**config.mk**
```make
export PLATFORM = sky130hd
export DESIGN_NAME = dmem_arbiter_flat
export DESIGN_NICKNAME = d
export VERILOG_FILES = /design/src/rtl/mips_mem_pkg.sv /design/src/rtl/dmem_arbiter_if.sv /design/src/rtl/dmem_arb_pick.sv /design/src/rtl/dmem_arbiter.sv /design/src/flat_wrapper.sv
export SDC_FILE = /design/constraint.sdc
export NUM_CORES = 1
export LEC_CHECK = 0
export CAP_MARGIN = 20
export CORE_MARGIN = 8
export CORE_UTILIZATION = 42
export CTS_BUF_LIST = sky130_fd_sc_hd__clkbuf_8
export DETAILED_ROUTE_END_ITERATION = 6
export GPL_TIMING_DRIVEN = 0
export PLACE_DENSITY_LB_ADDON = 0.15
export REMOVE_ABC_BUFFERS = 1
export SLEW_MARGIN = 10
export SYNTH_ARGS = -nofsm -noshare
export SYNTH_HDL_FRONTEND = slang
export SYNTH_SLANG_ARGS = --single-unit
```
**constraint.sdc**
```tcl
create_clock -name i_clk -period 3.6 [get_ports i_clk]
set_input_delay 0.72 -clock i_clk [delete_from_list [all_inputs] [get_ports i_clk]]
set_output_delay 0.72 -clock i_clk [all_outputs]
set_load 0.05 [all_outputs]
```
**src/rtl/mips_mem_pkg.sv**
```systemverilog
// Shared constants and FSM state type for the data-memory arbiter.
package mips_mem_pkg;

    parameter int unsigned N_REQ  = 2;
    parameter int unsigned ADDR_W = 16;
    parameter int unsigned DATA_W = 32;

    // Highest byte address whose 4-byte word does not wrap past the top of memory.
    parameter logic [ADDR_W-1:0] MAX_ADDR = 16'hFFFC;

    typedef enum logic [1:0] {
        StIdle,
        StAccess,
        StResp
    } state_e;

endpackage

```
**src/rtl/dmem_arbiter_if.sv**
```systemverilog
// Requester and data-memory signal bundle for dmem_arbiter.
interface dmem_arbiter_if;
    import mips_mem_pkg::*;

    logic [N_REQ-1:0]             i_req_valid;
    logic [N_REQ-1:0]             o_req_ready;
    logic [N_REQ-1:0][ADDR_W-1:0] i_req_A;
    logic [N_REQ-1:0][DATA_W-1:0] i_req_WD;
    logic [N_REQ-1:0]             i_req_WE;
    logic [N_REQ-1:0]             o_rsp_valid;
    logic [DATA_W-1:0]            o_rsp_RD;
    logic                         o_rsp_err;
    logic [ADDR_W-1:0]            o_mem_A;
    logic [DATA_W-1:0]            o_mem_WD;
    logic                         o_mem_WE;
    logic [DATA_W-1:0]            i_mem_RD;
    logic                         o_busy;

    modport slave (
        input  i_req_valid, i_req_A, i_req_WD, i_req_WE, i_mem_RD,
        output o_req_ready, o_rsp_valid, o_rsp_RD, o_rsp_err,
        output o_mem_A, o_mem_WD, o_mem_WE, o_busy
    );

    modport master (
        output i_req_valid, i_req_A, i_req_WD, i_req_WE, i_mem_RD,
        input  o_req_ready, o_rsp_valid, o_rsp_RD, o_rsp_err,
        input  o_mem_A, o_mem_WD, o_mem_WE, o_busy
    );

endinterface

```
**src/rtl/dmem_arb_pick.sv**
```systemverilog
// Combinational winner select: the requester after ptr_i (the last one granted) wins a tie.
module dmem_arb_pick
    import mips_mem_pkg::*;
(
    input  logic [N_REQ-1:0] valid_i,
    input  logic             ptr_i,
    output logic [N_REQ-1:0] grant_o
);

    logic first;

    assign first = ~ptr_i;

    always_comb begin
        grant_o = '0;
        if (valid_i[first]) begin
            grant_o[first] = 1'b1;
        end else if (valid_i[ptr_i]) begin
            grant_o[ptr_i] = 1'b1;
        end
    end

endmodule

```
**src/rtl/dmem_arbiter.sv**
```systemverilog
// Two-requester data-memory arbiter, one transaction per three cycles (IDLE/ACCESS/RESP).
// Define DMEM_ARB_RR_EN for round-robin; otherwise requester 0 has fixed priority.
module dmem_arbiter
    import mips_mem_pkg::*;
(
    input  logic          i_clk,
    input  logic          i_rst,
    dmem_arbiter_if.slave bus
);

    state_e            state_q, state_d;
    logic [N_REQ-1:0]  grant;
    logic              pick_ptr;
    logic              accept;
    logic              addr_err;
    logic [ADDR_W-1:0] a_q;
    logic [DATA_W-1:0] wd_q;
    logic [DATA_W-1:0] rd_q;
    logic              we_q;
    logic              err_q;
    logic              idx_q;

    dmem_arb_pick u_pick (
        .valid_i (bus.i_req_valid),
        .ptr_i   (pick_ptr),
        .grant_o (grant)
    );

`ifdef DMEM_ARB_RR_EN
    logic ptr_q;

    always_ff @(posedge i_clk) begin
        if (i_rst) begin
            ptr_q <= 1'b1;
        end else if (accept) begin
            ptr_q <= grant[1];
        end
    end

    assign pick_ptr = ptr_q;
`else
    // Pretending requester 1 was granted last hands every tie to requester 0.
    assign pick_ptr = 1'b1;
`endif

    assign accept   = (state_q == StIdle) && !i_rst && (|bus.i_req_valid);
    assign addr_err = a_q > MAX_ADDR;

    always_comb begin
        state_d = state_q;
        unique case (state_q)
            StIdle:   if (accept) state_d = StAccess;
            StAccess: state_d = StResp;
            StResp:   state_d = StIdle;
            default:  state_d = StIdle;
        endcase
    end

    always_ff @(posedge i_clk) begin
        if (i_rst) begin
            state_q <= StIdle;
            a_q     <= '0;
            wd_q    <= '0;
            we_q    <= 1'b0;
            idx_q   <= 1'b0;
            rd_q    <= '0;
            err_q   <= 1'b0;
        end else begin
            state_q <= state_d;
            if (accept) begin
                a_q   <= bus.i_req_A[grant[1]];
                wd_q  <= bus.i_req_WD[grant[1]];
                we_q  <= bus.i_req_WE[grant[1]];
                idx_q <= grant[1];
            end
            if (state_q == StAccess) begin
                err_q <= addr_err;
                rd_q  <= (we_q || addr_err) ? '0 : bus.i_mem_RD;
            end
        end
    end

    always_comb begin
        bus.o_req_ready = '0;
        bus.o_rsp_valid = '0;
        bus.o_rsp_RD    = '0;
        bus.o_rsp_err   = 1'b0;
        if (accept) begin
            bus.o_req_ready = grant;
        end
        if (state_q == StResp) begin
            bus.o_rsp_valid[idx_q] = 1'b1;
            bus.o_rsp_RD           = rd_q;
            bus.o_rsp_err          = err_q;
        end
    end

    // a_q/wd_q only change on a grant, so the memory port holds its last values between accesses.
    assign bus.o_mem_A  = a_q;
    assign bus.o_mem_WD = wd_q;
    assign bus.o_mem_WE = (state_q == StAccess) && we_q && !addr_err && !i_rst;
    assign bus.o_busy   = (state_q != StIdle);

endmodule

```
**src/flat_wrapper.sv**
```systemverilog
// flat-port wrapper written by rule: the top's interface ports become plain ports
module dmem_arbiter_flat import mips_mem_pkg::*;
  (i_clk, i_rst, bus_i_req_valid, bus_i_req_A, bus_i_req_WD, bus_i_req_WE, bus_i_mem_RD, bus_o_req_ready, bus_o_rsp_valid, bus_o_rsp_RD, bus_o_rsp_err, bus_o_mem_A, bus_o_mem_WD, bus_o_mem_WE, bus_o_busy);
  dmem_arbiter_if bus_i ();
  input  logic i_clk;
  input  logic i_rst;
  input wire logic [$bits(bus_i.i_req_valid)-1:0] bus_i_req_valid;
  input wire logic [$bits(bus_i.i_req_A)-1:0] bus_i_req_A;
  input wire logic [$bits(bus_i.i_req_WD)-1:0] bus_i_req_WD;
  input wire logic [$bits(bus_i.i_req_WE)-1:0] bus_i_req_WE;
  input wire logic [$bits(bus_i.i_mem_RD)-1:0] bus_i_mem_RD;
  output wire logic [$bits(bus_i.o_req_ready)-1:0] bus_o_req_ready;
  output wire logic [$bits(bus_i.o_rsp_valid)-1:0] bus_o_rsp_valid;
  output wire logic [$bits(bus_i.o_rsp_RD)-1:0] bus_o_rsp_RD;
  output wire logic [$bits(bus_i.o_rsp_err)-1:0] bus_o_rsp_err;
  output wire logic [$bits(bus_i.o_mem_A)-1:0] bus_o_mem_A;
  output wire logic [$bits(bus_i.o_mem_WD)-1:0] bus_o_mem_WD;
  output wire logic [$bits(bus_i.o_mem_WE)-1:0] bus_o_mem_WE;
  output wire logic [$bits(bus_i.o_busy)-1:0] bus_o_busy;
  assign bus_i.i_req_valid = bus_i_req_valid;
  assign bus_i.i_req_A = bus_i_req_A;
  assign bus_i.i_req_WD = bus_i_req_WD;
  assign bus_i.i_req_WE = bus_i_req_WE;
  assign bus_i.i_mem_RD = bus_i_mem_RD;
  assign bus_o_req_ready = bus_i.o_req_ready;
  assign bus_o_rsp_valid = bus_i.o_rsp_valid;
  assign bus_o_rsp_RD = bus_i.o_rsp_RD;
  assign bus_o_rsp_err = bus_i.o_rsp_err;
  assign bus_o_mem_A = bus_i.o_mem_A;
  assign bus_o_mem_WD = bus_i.o_mem_WD;
  assign bus_o_mem_WE = bus_i.o_mem_WE;
  assign bus_o_busy = bus_i.o_busy;
  dmem_arbiter u_core (.i_clk(i_clk), .i_rst(i_rst), .bus(bus_i));
endmodule
```
==> out/results.txt <==
Status = finished clean
Post-CTS Setup Inserts = 0
DR WL/cell = 19.2 microns
Hold/Removal Path Class = flop to flop
Leakage = 2.50 nW
Dpl hpwl = 9.66 mm
Initial antenna violation count = 0
Routability Congestion = 0.772
Worst slack, placed = -0.367 ns
CTS max path bufs = 2
Die area = 12,000 sq um
Synth Register Bits = 85
Top FF cell, synth = dfxtp_1
Largest net degree at the start of global routing = 35
Worst VDD drop = 0.201 mV
Root buffer cell = clkbuf_8
Post-Place Cells = 660
Hold EP = u_core.rd_q[21]
Routed wire length = 13.0 mm
Slew @ Worst Pin = 0.886 ns
Final core utilization = 71.6%
Num CTS Buffers = 9
Power Dens Cells = 416 nW/um^2
Tot Pwr = 2.56 mW
Gr usage total = 20.8%
ANT nets after route = 0
Max stage delay on crit path = 0.68 ns
Die width = 109 microns
Worst-Skew Late Latency = 0.34 ns
Compound-gate portion of the synthesized area = 25.7%
Hold path depth = 1
H-tree levels = 3
Final period util = 93.3%
Fin. Hold Viols = 0
Reg-to-reg endpoint = u_core.rd_q[14]
Synth Area in XOR/XNOR = 0%
Die Height = 109 microns
Cell Area, Synth = 3660 sq um
RSZ-0062 raised after global routing = false
Post-Syn Instances = 363
Main combinational cell family by area after synthesis = compound AO/OA/AOI/OAI gates
Commonest non-fill, non-tap cell in the layout = clkdlybuf4s50_1
Setup Skew = 0.0116 ns
Post-synthesis simple-gate area fraction = 8.81%
Number of fill cells = 670
Fraction of registers with async set or reset after synthesis = 0%
Number of synthesized flops with an enable pin = 0
Worst r2r src = u_core.state_q[0]
Port Buf Inserts = 220
Distinct cell type count after synthesis = 27
Critical path, cell by cell = clkdlybuf4s50_1 > or2_4 > nand2_1 > nor3_1 > dlygate4sd2_1
Hold path start = u_core.rd_q[21]
Clock Sink Count = 85
Number of global-route vias before repair = 3,828
Max Slew Vio Count = 0
Crit path buf inv count = 2
Max Cap Violations = 0
Crit-path max FO = 25
Worst setup EP type = output port
Crit path max-delay family = buffers and inverters
DR iter-0 viols = 118
Max-Slew Margin vs Limit = 41.0%
Register area share after synthesis = 46.4%
Setup ws final = 0.241 ns
Crit-path slowest cell = clkdlybuf4s50_1
# hold bufs at CTS = 0
Fmax = 298 MHz
Setup violators final = 0
Adder-cell share of the synthesized area = 0%
DRT Pass-1 Iters = 4
Synth Area per Inst = 10.1 sq um
Worst-path clk slew = 0.07 ns
# DRC = 0
Crit start category = input port
CTS tree = yes
Via count = 3,629
Yosys warns = 0
Data required, critical path = 2.88 ns
First-pass GRT wire length = 19.7 mm
Worst EP arrival = 2.64 ns
Starting Density = 42.6%
Share of cells above drive strength 1 = 5.79%
Area growth from synthesis to layout = 67.9%
Most frequent cells in the layout = clkdlybuf4s50_1, dfxtp_1, a21oi_1, mux2i_1, a211oi_1
Mux cell area share after synthesis = 13.4%
Reg-to-reg slack, setup = 1.54 ns
Reg2Reg Depth = 4
CORE AREA = 8590 sq um
CP Class = input port to output port
FP Rows = 34
Min Tclk post-route = 3.36 ns
Via density per instance = 5.35
Ant diodes = 0
Final Non-Filler Cells = 678
IO Pins = 221
Gr ovfl total = 0
Nets = 699
## power by group
part	internal [mW]	switching (mW)
Sequential	1.03	0.0537
Combinational	0.354	0.467
Clock	0.333	0.324
Total	1.71	0.845
## layout make-up
type	count	area, sq um	area share (%)
Timing Repair Buffer	226	2310	37.5
Multi-Input combinational cell	241	1810	29.4
Sequential cell	85	1700	27.6
Clock buffer	10	138	2.24
Tap cell	108	135	2.20
Clock inverter	6	55.1	0.894
Inverter	2	7.51	0.122
## timing repair
action	4_1_cts	5_1_grt
resized for setup	2	0
setup endpoints to repair	1	0
endpoints found under the hold margin	0	0
## state kept, by name (all words and copies together) (netlist names)
| register | cells |
|---|---|
| u_core.state_q | 2 |
| u_core.we_q | 1 |
| u_core.err_q | 1 |
| u_core.bus.o_mem_WD | 32 |
| u_core.idx_q | 1 |
| u_core.rd_q | 32 |
| u_core.bus.o_mem_A | 16 |
## kinds of logic (layout without fill, tap and decap cells)
family,Yosys count,in the layout
buffers and inverters,39,244
flip-flops,85,85
AND/OR/NAND/NOR,54,56
AO/OA/AOI/OAI,136,136
multiplexers,49,49
## worst max path at each step
stage	from	end	slack, ns	depth (start not counted)
after floorplan	bus_i_req_valid[0]	bus_o_req_ready[1]	-0.74	2
after global placement	i_rst	u_core.rd_q[20]	-1.54	3
after detailed placement	bus_i_req_valid[1]	bus_o_req_ready[1]	-0.37	5
after CTS	bus_i_req_valid[1]	bus_o_req_ready[1]	0.25	5
after global routing	bus_i_req_valid[1]	bus_o_req_ready[1]	0.17	5
final	bus_i_req_valid[1]	bus_o_req_ready[1]	0.24	5
## Yosys cell counts (2+ instances only)
master,instances,area [sq um]
clkbuf_1,18,67.6
a211oi_1,49,368
buf_4,7,52.6
nor3_1,2,10.0
nand2_1,2,7.51
dfxtp_1,85,1700
a22o_2,2,20.0
buf_6,3,33.8
a22o_1,31,272
mux2i_1,49,490
a21oi_1,51,255
nor2_1,5,18.8
nor3b_1,2,15.0
nand4_1,3,18.8
buf_2,9,45.0
and2_1,34,213
## metrics by stage
step                      instance area, sq um  setup TNS, ns  hold slack (ns)
after floorplan                           3470          -7.04            0.434
after global placement                    5800        -118.01            0.448
after detailed placement                  5950         -0.367            0.457
after CTS                                 6150              0            0.478
after global routing                      6150              0            0.500
final                                     6150              0            0.470
## per-layer routing
metal / track usage (%) / up-vias / share of wire (%)
met3: 10.3 / 21 / 13
li1: - / 1755 / -
met2: 34.2 / 161 / 47
met1: 22.6 / 1692 / 38
met4: 7.91 / 0 / 2.2
met5: 0 / - / 0
(Power assumes the default switching activity.)
